[src/rtl/imem_loader_pkg.sv]
// Shared types and constants for the boot-time instruction memory loader.
package imem_loader_pkg;

  typedef enum logic [2:0] {
    ST_IDLE,
    ST_HDR,
    ST_LOAD,
    ST_CHECK,
    ST_DONE,
    ST_ERROR
  } loader_state_t;

  localparam int HDR_BYTES      = 4;
  localparam int CHECKSUM_WIDTH = 8;

endpackage

[src/rtl/imem_loader_checksum.sv]
// Modulo-256 payload sum and compare, used only when LOADER_CHECKSUM_EN is defined.
module loader_checksum
  import imem_loader_pkg::*;
(
  input  logic                      clk,
  input  logic                      rst_n,
  input  logic                      clear,
  input  logic                      add_en,
  input  logic [CHECKSUM_WIDTH-1:0] data,
  output logic                      match
);

  logic [CHECKSUM_WIDTH-1:0] acc_q;
  logic [CHECKSUM_WIDTH-1:0] acc_d;

  always_comb begin
    acc_d = acc_q;
    if (clear) begin
      acc_d = '0;
    end else if (add_en) begin
      acc_d = acc_q + data;
    end
  end

  always_ff @(posedge clk or negedge rst_n) begin
    if (!rst_n) begin
      acc_q <= '0;
    end else begin
      acc_q <= acc_d;
    end
  end

  // Compared against the byte currently on the stream, i.e. the checksum beat.
  assign match = (data == acc_q);

endmodule

[src/rtl/imem_loader.sv]
// Streams a length-prefixed byte image into instruction memory while stalling the core.
// Optional macro LOADER_CHECKSUM_EN adds a trailing modulo-256 checksum byte.
module imem_loader
  import imem_loader_pkg::*;
#(
  parameter int ADDRESS_WIDTH = 32,
  parameter int DATA_WIDTH    = 8,
  parameter int MEM_BYTES     = 4096
) (
  input  logic                     clk,
  input  logic                     rst_n,
  input  logic                     start,
  input  logic                     s_valid,
  input  logic [DATA_WIDTH-1:0]    s_data,
  output logic                     s_ready,
  output logic                     mem_we,
  output logic [ADDRESS_WIDTH-1:0] mem_addr,
  output logic [DATA_WIDTH-1:0]    mem_wdata,
  output logic                     busy,
  output logic                     done,
  output logic                     error,
  output logic                     checksum_ok,
  output loader_state_t            dbg_state
);

  localparam logic [ADDRESS_WIDTH-1:0] ONE       = 1;
  localparam logic [ADDRESS_WIDTH-1:0] HDR_LAST  = ADDRESS_WIDTH'(HDR_BYTES - 1);
  localparam logic [ADDRESS_WIDTH-1:0] MEM_LIMIT = ADDRESS_WIDTH'(MEM_BYTES);
`ifdef LOADER_CHECKSUM_EN
  localparam loader_state_t PAYLOAD_END = ST_CHECK;
`else
  localparam loader_state_t PAYLOAD_END = ST_DONE;
`endif

  loader_state_t            state_q, state_d;
  logic [ADDRESS_WIDTH-1:0] cnt_q, cnt_d;
  logic [ADDRESS_WIDTH-1:0] len_q, len_d;
  logic                     mem_we_q, mem_we_d;
  logic [ADDRESS_WIDTH-1:0] mem_addr_q, mem_addr_d;
  logic [DATA_WIDTH-1:0]    mem_wdata_q, mem_wdata_d;
  logic [ADDRESS_WIDTH-1:0] hdr_len;
  logic                     xfer;

  // Handshake: a byte moves on any cycle with s_valid && s_ready; s_ready depends
  // only on the registered state, never on s_valid, and s_valid may drop at will.
  assign s_ready = (state_q == ST_HDR) || (state_q == ST_LOAD) || (state_q == ST_CHECK);
  assign xfer    = s_valid && s_ready;
  assign hdr_len = {len_q[ADDRESS_WIDTH-DATA_WIDTH-1:0], s_data};

`ifdef LOADER_CHECKSUM_EN
  logic sum_clear;
  logic sum_add;
  logic sum_match;

  loader_checksum u_checksum (
    .clk    (clk),
    .rst_n  (rst_n),
    .clear  (sum_clear),
    .add_en (sum_add),
    .data   (s_data[CHECKSUM_WIDTH-1:0]),
    .match  (sum_match)
  );

  assign sum_clear = (state_q == ST_IDLE || state_q == ST_DONE) && start;
  assign sum_add   = xfer && (state_q == ST_LOAD);
`endif

  always_comb begin
    state_d     = state_q;
    cnt_d       = cnt_q;
    len_d       = len_q;
    mem_we_d    = 1'b0;
    mem_addr_d  = mem_addr_q;
    mem_wdata_d = mem_wdata_q;
    unique case (state_q)
      ST_IDLE, ST_DONE: begin
        if (start) begin
          state_d = ST_HDR;
          cnt_d   = '0;
          len_d   = '0;
        end
      end
      ST_HDR: begin
        if (xfer) begin
          len_d = hdr_len;
          if (cnt_q == HDR_LAST) begin
            cnt_d = '0;
            // Full-width compare, so oversize headers never wrap into range.
            if (hdr_len > MEM_LIMIT) begin
              state_d = ST_ERROR;
            end else if (hdr_len == '0) begin
              state_d = PAYLOAD_END;
            end else begin
              state_d = ST_LOAD;
            end
          end else begin
            cnt_d = cnt_q + ONE;
          end
        end
      end
      ST_LOAD: begin
        if (xfer) begin
          mem_we_d    = 1'b1;
          mem_addr_d  = cnt_q;
          mem_wdata_d = s_data;
          cnt_d       = cnt_q + ONE;
          if (cnt_q == len_q - ONE) begin
            state_d = PAYLOAD_END;
          end
        end
      end
`ifdef LOADER_CHECKSUM_EN
      ST_CHECK: begin
        if (xfer) begin
          state_d = sum_match ? ST_DONE : ST_ERROR;
        end
      end
`endif
      ST_ERROR: begin
        state_d = ST_ERROR;
      end
      default: begin
        state_d = ST_IDLE;
      end
    endcase
  end

  always_ff @(posedge clk or negedge rst_n) begin
    if (!rst_n) begin
      state_q     <= ST_IDLE;
      cnt_q       <= '0;
      len_q       <= '0;
      mem_we_q    <= 1'b0;
      mem_addr_q  <= '0;
      mem_wdata_q <= '0;
    end else begin
      state_q     <= state_d;
      cnt_q       <= cnt_d;
      len_q       <= len_d;
      mem_we_q    <= mem_we_d;
      mem_addr_q  <= mem_addr_d;
      mem_wdata_q <= mem_wdata_d;
    end
  end

  assign mem_we      = mem_we_q;
  assign mem_addr    = mem_addr_q;
  assign mem_wdata   = mem_wdata_q;
  assign busy        = s_ready;
  assign done        = (state_q == ST_DONE);
  assign error       = (state_q == ST_ERROR);
  // DONE is reachable only through a matching checksum when one is required.
  assign checksum_ok = (state_q == ST_DONE);
  assign dbg_state   = state_q;

endmodule

[config.mk]
export PLATFORM = sky130hd
export DESIGN_NAME = imem_loader
export DESIGN_NICKNAME = d
export VERILOG_FILES = /design/src/rtl/imem_loader_pkg.sv /design/src/rtl/imem_loader_checksum.sv /design/src/rtl/imem_loader.sv
export SDC_FILE = /design/constraint.sdc
export NUM_CORES = 1
export LEC_CHECK = 0
export CAP_MARGIN = 20
export CORE_MARGIN = 2
export CORE_UTILIZATION = 30
export CTS_CLUSTER_DIAMETER = 50
export DETAILED_ROUTE_END_ITERATION = 10
export HOLD_SLACK_MARGIN = 0.1
export SYNTH_ARGS = -nofsm -noshare
export SYNTH_HDL_FRONTEND = slang
export SYNTH_SLANG_ARGS = --single-unit
[constraint.sdc]
create_clock -name clk -period 5 [get_ports clk]
set_clock_uncertainty 0.1 [all_clocks]
set_input_delay 0.75 -clock clk [delete_from_list [all_inputs] [get_ports clk]]
set_output_delay 0.75 -clock clk [all_outputs]
set_load 0.005 [all_outputs]
==> metrics.md <==
| Metric | Value |
|---|---|
| Actual transition at the worst max-transition pin | `between 1 and 1.5 ns` |
| Congestion Overflow GR | `0` |
| Share of flip-flops with an asynchronous set or reset after synthesis | `100.0%` |
| Post-layout instance count excluding filler cells | `just under 900` |
| Final wirelength | `14.97 mm` |
| Quantity of gates resized following cts | `0` |
| Final design utilization | `between 30% and 40%` |
| Max frequency | `approximately 0.29 GHz` |
| Vias in the first global route | `between 4000 and 5000` |
| Post-CTS setup buffer count | `0` |
| Power density cells | `~510 nW/µm²` |
| Num rows | `51` |
| TritonCTS buffer count | `9` |
| Area added between synthesis and finish | `18.81%` |
| RSZ-0062 raised after global routing | `no` |
| Clock tree buffer depth | `2` |
| Syn avg cell area | `between 10 and 15 µm²` |
| Dpl cell area | `~6600 µm²` |
| Number of setup violations in the final report | `0` |
| Busiest grt layer | `met2` |
| Total of warnings raised by yosys | `0` |
| Leak Pwr | `3.089 nW` |
| Crit path time final | `between 3 and 4 ns` |
| Setup TNS | `0 ns` |
| Fraction of the yosys area taken by sequential cells | `46.27%` |
| Die extent in y | `143.5 µm` |
| Net switching component of the power | `1.470 mW` |
| Unique cell type count in the Yosys netlist | `57` |
| H-tree levels | `3` |
| Kind of end point of the critical path | `flip-flop` |
| Number of flops mapped to enable cells by yosys | `0` |
| Clock transition time at the flip-flop clock pins of the worst setup and hold paths | `around 0.08 ns` |
| Clk pwr share | `between 20% and 30%` |
| Slew headroom | `between 30% and 40%` |
| Run status | `finished clean` |
| Number of fill cells | `approximately 2000` |
| Synth Area in Compound Gates | `11.55%` |
| Total of flip-flops plus latches after synthesis | `108` |
| Nature of the critical path startpoint | `input port` |
| Via count | `between 4000 and 5000` |
| Initial antenna violation count | `0` |
| Largest net degree at the start of global routing | `73` |
| Switching part of the total power | `between 40 and 50%` |
| Total half-perimeter wirelength after legalization and detailed placement | `around 11 mm` |
| Worst Hold Path Cells | `1` |
| Synth Cell Area | `5841 µm²` |
| Met3 Usage GRT | `under 10%` |
| Share of the synthesized netlist area taken by xor and xnor gates | `a little under a tenth` |
| Footprint of the multi-input gates | `around 2900 µm²` |
| Cell count after synthesis | `about 570` |
| Placer's final routability congestion estimate | `roughly 0.86` |
| Combinational family with the most area after synthesis | `simple AND/OR/NAND/NOR gates` |
| Number of I/O port buffers | `60` |
| Insertion delay of the later-clocked pin in the worst-skew pair | `about 0.36 ns` |
| I/O pin count | `61` |
| Core region area | `roughly 19000 µm²` |
| Primary FF master, synth | `sky130_fd_sc_hd__dfrtp_1` |
| Synthesized-area fraction occupied by and/or/nand/nor cells | `about a fifth` |
| Minimum setup slack among reg-to-reg paths | `between 1.5 and 2 ns` |
| Drt wl/cell | `between 15 and 20 µm` |
| Horizontal die dimension | `143.5 µm` |
| Number of cells on the worst reg-to-reg path | `10` |
| P_int | `2.101 mW` |
| Crit share post-route | `between 60% and 70%` |
| Data required, critical path | `approximately 5.1 ns` |
| Hold EP | `mem_addr[24]` |
| Sequential power share | `a little under a third` |
| Global-route wire length before repair | `24.54 mm` |
| Proportion of synthesized area in mux cells | `8.226%` |
| TritonRoute pass-1 iters | `4` |
| Final instance area | `approximately 6900 µm²` |
| GR Util met1 | `about a fifth` |
| Violation count after the first detailed-route iteration | `between 200 and 250` |
| Combined flip-flop and latch cell area | `2703 µm²` |
| Met2 Usage GRT | `25.56%` |
| Clock tree sinks | `about 110` |
| Tot Pwr | `approximately 3.6 mW` |
| Launch instance of the worst min-delay path | `mem_addr[24]` |
| Post-route antenna net violation count | `0` |
| ANT cells | `0` |
| Worst reg2reg startpoint | `len_q[0]` |
| Final slew viol count | `0` |
| Number of vias per cell | `about 5.2` |
| TritonCTS clock tree | `built` |
| Hold buffer count at CTS | `0` |
| Cell total after placement | `around 860` |
| Clock tree root driver cell | `sky130_fd_sc_hd__clkbuf_16` |
| GRT Overall Usage | `roughly 15%` |
| Layout net count | `between 600 and 700` |
| Starting utilization of the core area | `between 30% and 40%` |
| R2R Path End | `dbg_state[2]` |
| CP max FO | `30` |
| Proportion of layout cells with a drive suffix above 1 | `approximately an eighth` |
| Post-route DRC violation count | `0` |
| Data arrival time of the critical path | `3.55 ns` |
| Class of the tightest hold or removal check | `flip-flop to flip-flop` |
| Share of power burned in combinational logic | `between 40 and 50%` |
| Die Footprint | `approximately 21000 µm²` |
| Net count after synthesis | `between 500 and 600` |
| Setup Crit Path Kind | `input port to flip-flop` |
| Worst IR drop on VDD | `~0.00028 V` |
| Adder-cell share of the synthesized area | `less than 1%` |
| Max cap viols | `0` |
| Final Hold Violating Endpoints | `0` |
## cell usage in the layout (no fill, tap or decap), drive strengths merged, types with 3 or more instances in the layout
cell type / n
dfrtp: 108
clkdlybuf4s50: 59
nor2: 44
mux2: 40
xor2: 36
nand2: 35
a22o: 30
xnor2: 27
o21ai: 24
nand3: 21
nor4: 20
nand4: 16
a21oi: 14
nor3: 13
inv: 12
or4: 10
and3: 10
or3: 10
clkbuf: 9
o31ai: 8
and2: 5
and4: 5
nand2b: 4
buf: 4
clkinv: 4
mux2i: 3
ha: 3
nor3b: 3
## sequential cells by signal (all words and copies together) (netlist names)
name       count
cnt_q         32
dbg_state      3
len_q         32
mem_addr      32
mem_wdata      8
mem_we         1
## power groups by stage
stage | registers, mW | logic (mW) | clock network, mW
after detailed placement | 1.14 | 1.70 | 0
after CTS | 1.13 | 1.71 | 0.764
after global routing | 1.14 | 1.90 | 0.798
after floorplan | 1.03 | 1.39 | 0
final | 1.13 | 1.70 | 0.739
after global placement | 1.14 | 1.67 | 0
## cells by family after synthesis
kind of cell	Yosys count
AOI/OAI and AO/OA	95
xor gates and xnor gates	63
adders and majority gates	3
buffers and inverters	53
DFF	108
muxes	43
and+or+nand+nor	206
## routing by layer
| metal | part of all wire, % | vias up |
|---|---|---|
| li1 | - | 2143 |
| met1 | 46 | 2257 |
| met2 | 49 | 90 |
| met3 | 3.5 | 17 |
| met4 | 1.4 | 0 |
| met5 | 0 | - |
## area by class of cell
cell class / instances / area share (%)
multi-input combinational: 410 / 42.01
sequential: 108 / 38.95
timing repair buffer: 63 / 9.232
tap: 265 / 4.778
clock buffer: 9 / 3.246
clock inverter: 7 / 1.244
inverter: 10 / 0.5409
## metrics by stage
step,setup slack [ns],hold WS [ns]
2_1_floorplan,2.261,0.3544
3_3_place_gp,1.397,0.3934
3_5_place_dp,1.208,0.3948
4_1_cts,1.600,0.4143
5_1_grt,1.322,0.4322
6_report,1.554,0.4071
## cells in the mapped netlist, types with 15 or more instances
cell type / count / area share [%]
sky130_fd_sc_hd__xnor2_1: 27 / 4.0
sky130_fd_sc_hd__a22o_1: 28 / 4.2
sky130_fd_sc_hd__nand4_1: 15 / 1.6
sky130_fd_sc_hd__nand2_1: 34 / 2.2
sky130_fd_sc_hd__o21ai_0: 24 / 2.1
sky130_fd_sc_hd__clkbuf_1: 37 / 2.4
sky130_fd_sc_hd__dfrtp_1: 108 / 46
sky130_fd_sc_hd__nor4_1: 16 / 1.7
sky130_fd_sc_hd__nor2_1: 44 / 2.8
sky130_fd_sc_hd__xor2_1: 36 / 5.4
sky130_fd_sc_hd__nand3_1: 21 / 1.8
sky130_fd_sc_hd__mux2_2: 40 / 7.7
## worst max path at each step
stage                     startpoint            to  cells past startpoint
after global routing         s_valid     cnt_q[25]                      6
final                        s_valid     cnt_q[22]                      6
after global placement       s_valid     cnt_q[12]                      6
after floorplan            len_q[22]  dbg_state[1]                      8
after detailed placement     s_valid     cnt_q[22]                      6
after CTS                    s_valid     cnt_q[22]                      6
## worst max-delay path: stages
cell	delay (ns)
sky130_fd_sc_hd__clkdlybuf4s50_1	0.61
sky130_fd_sc_hd__nand3b_1	0.18
sky130_fd_sc_hd__a21o_1	0.55
sky130_fd_sc_hd__nand2b_1	0.47
sky130_fd_sc_hd__and3_1	0.83
sky130_fd_sc_hd__nor2_1	0.14
No activity file was read; power rests on OpenSTA's default activity.
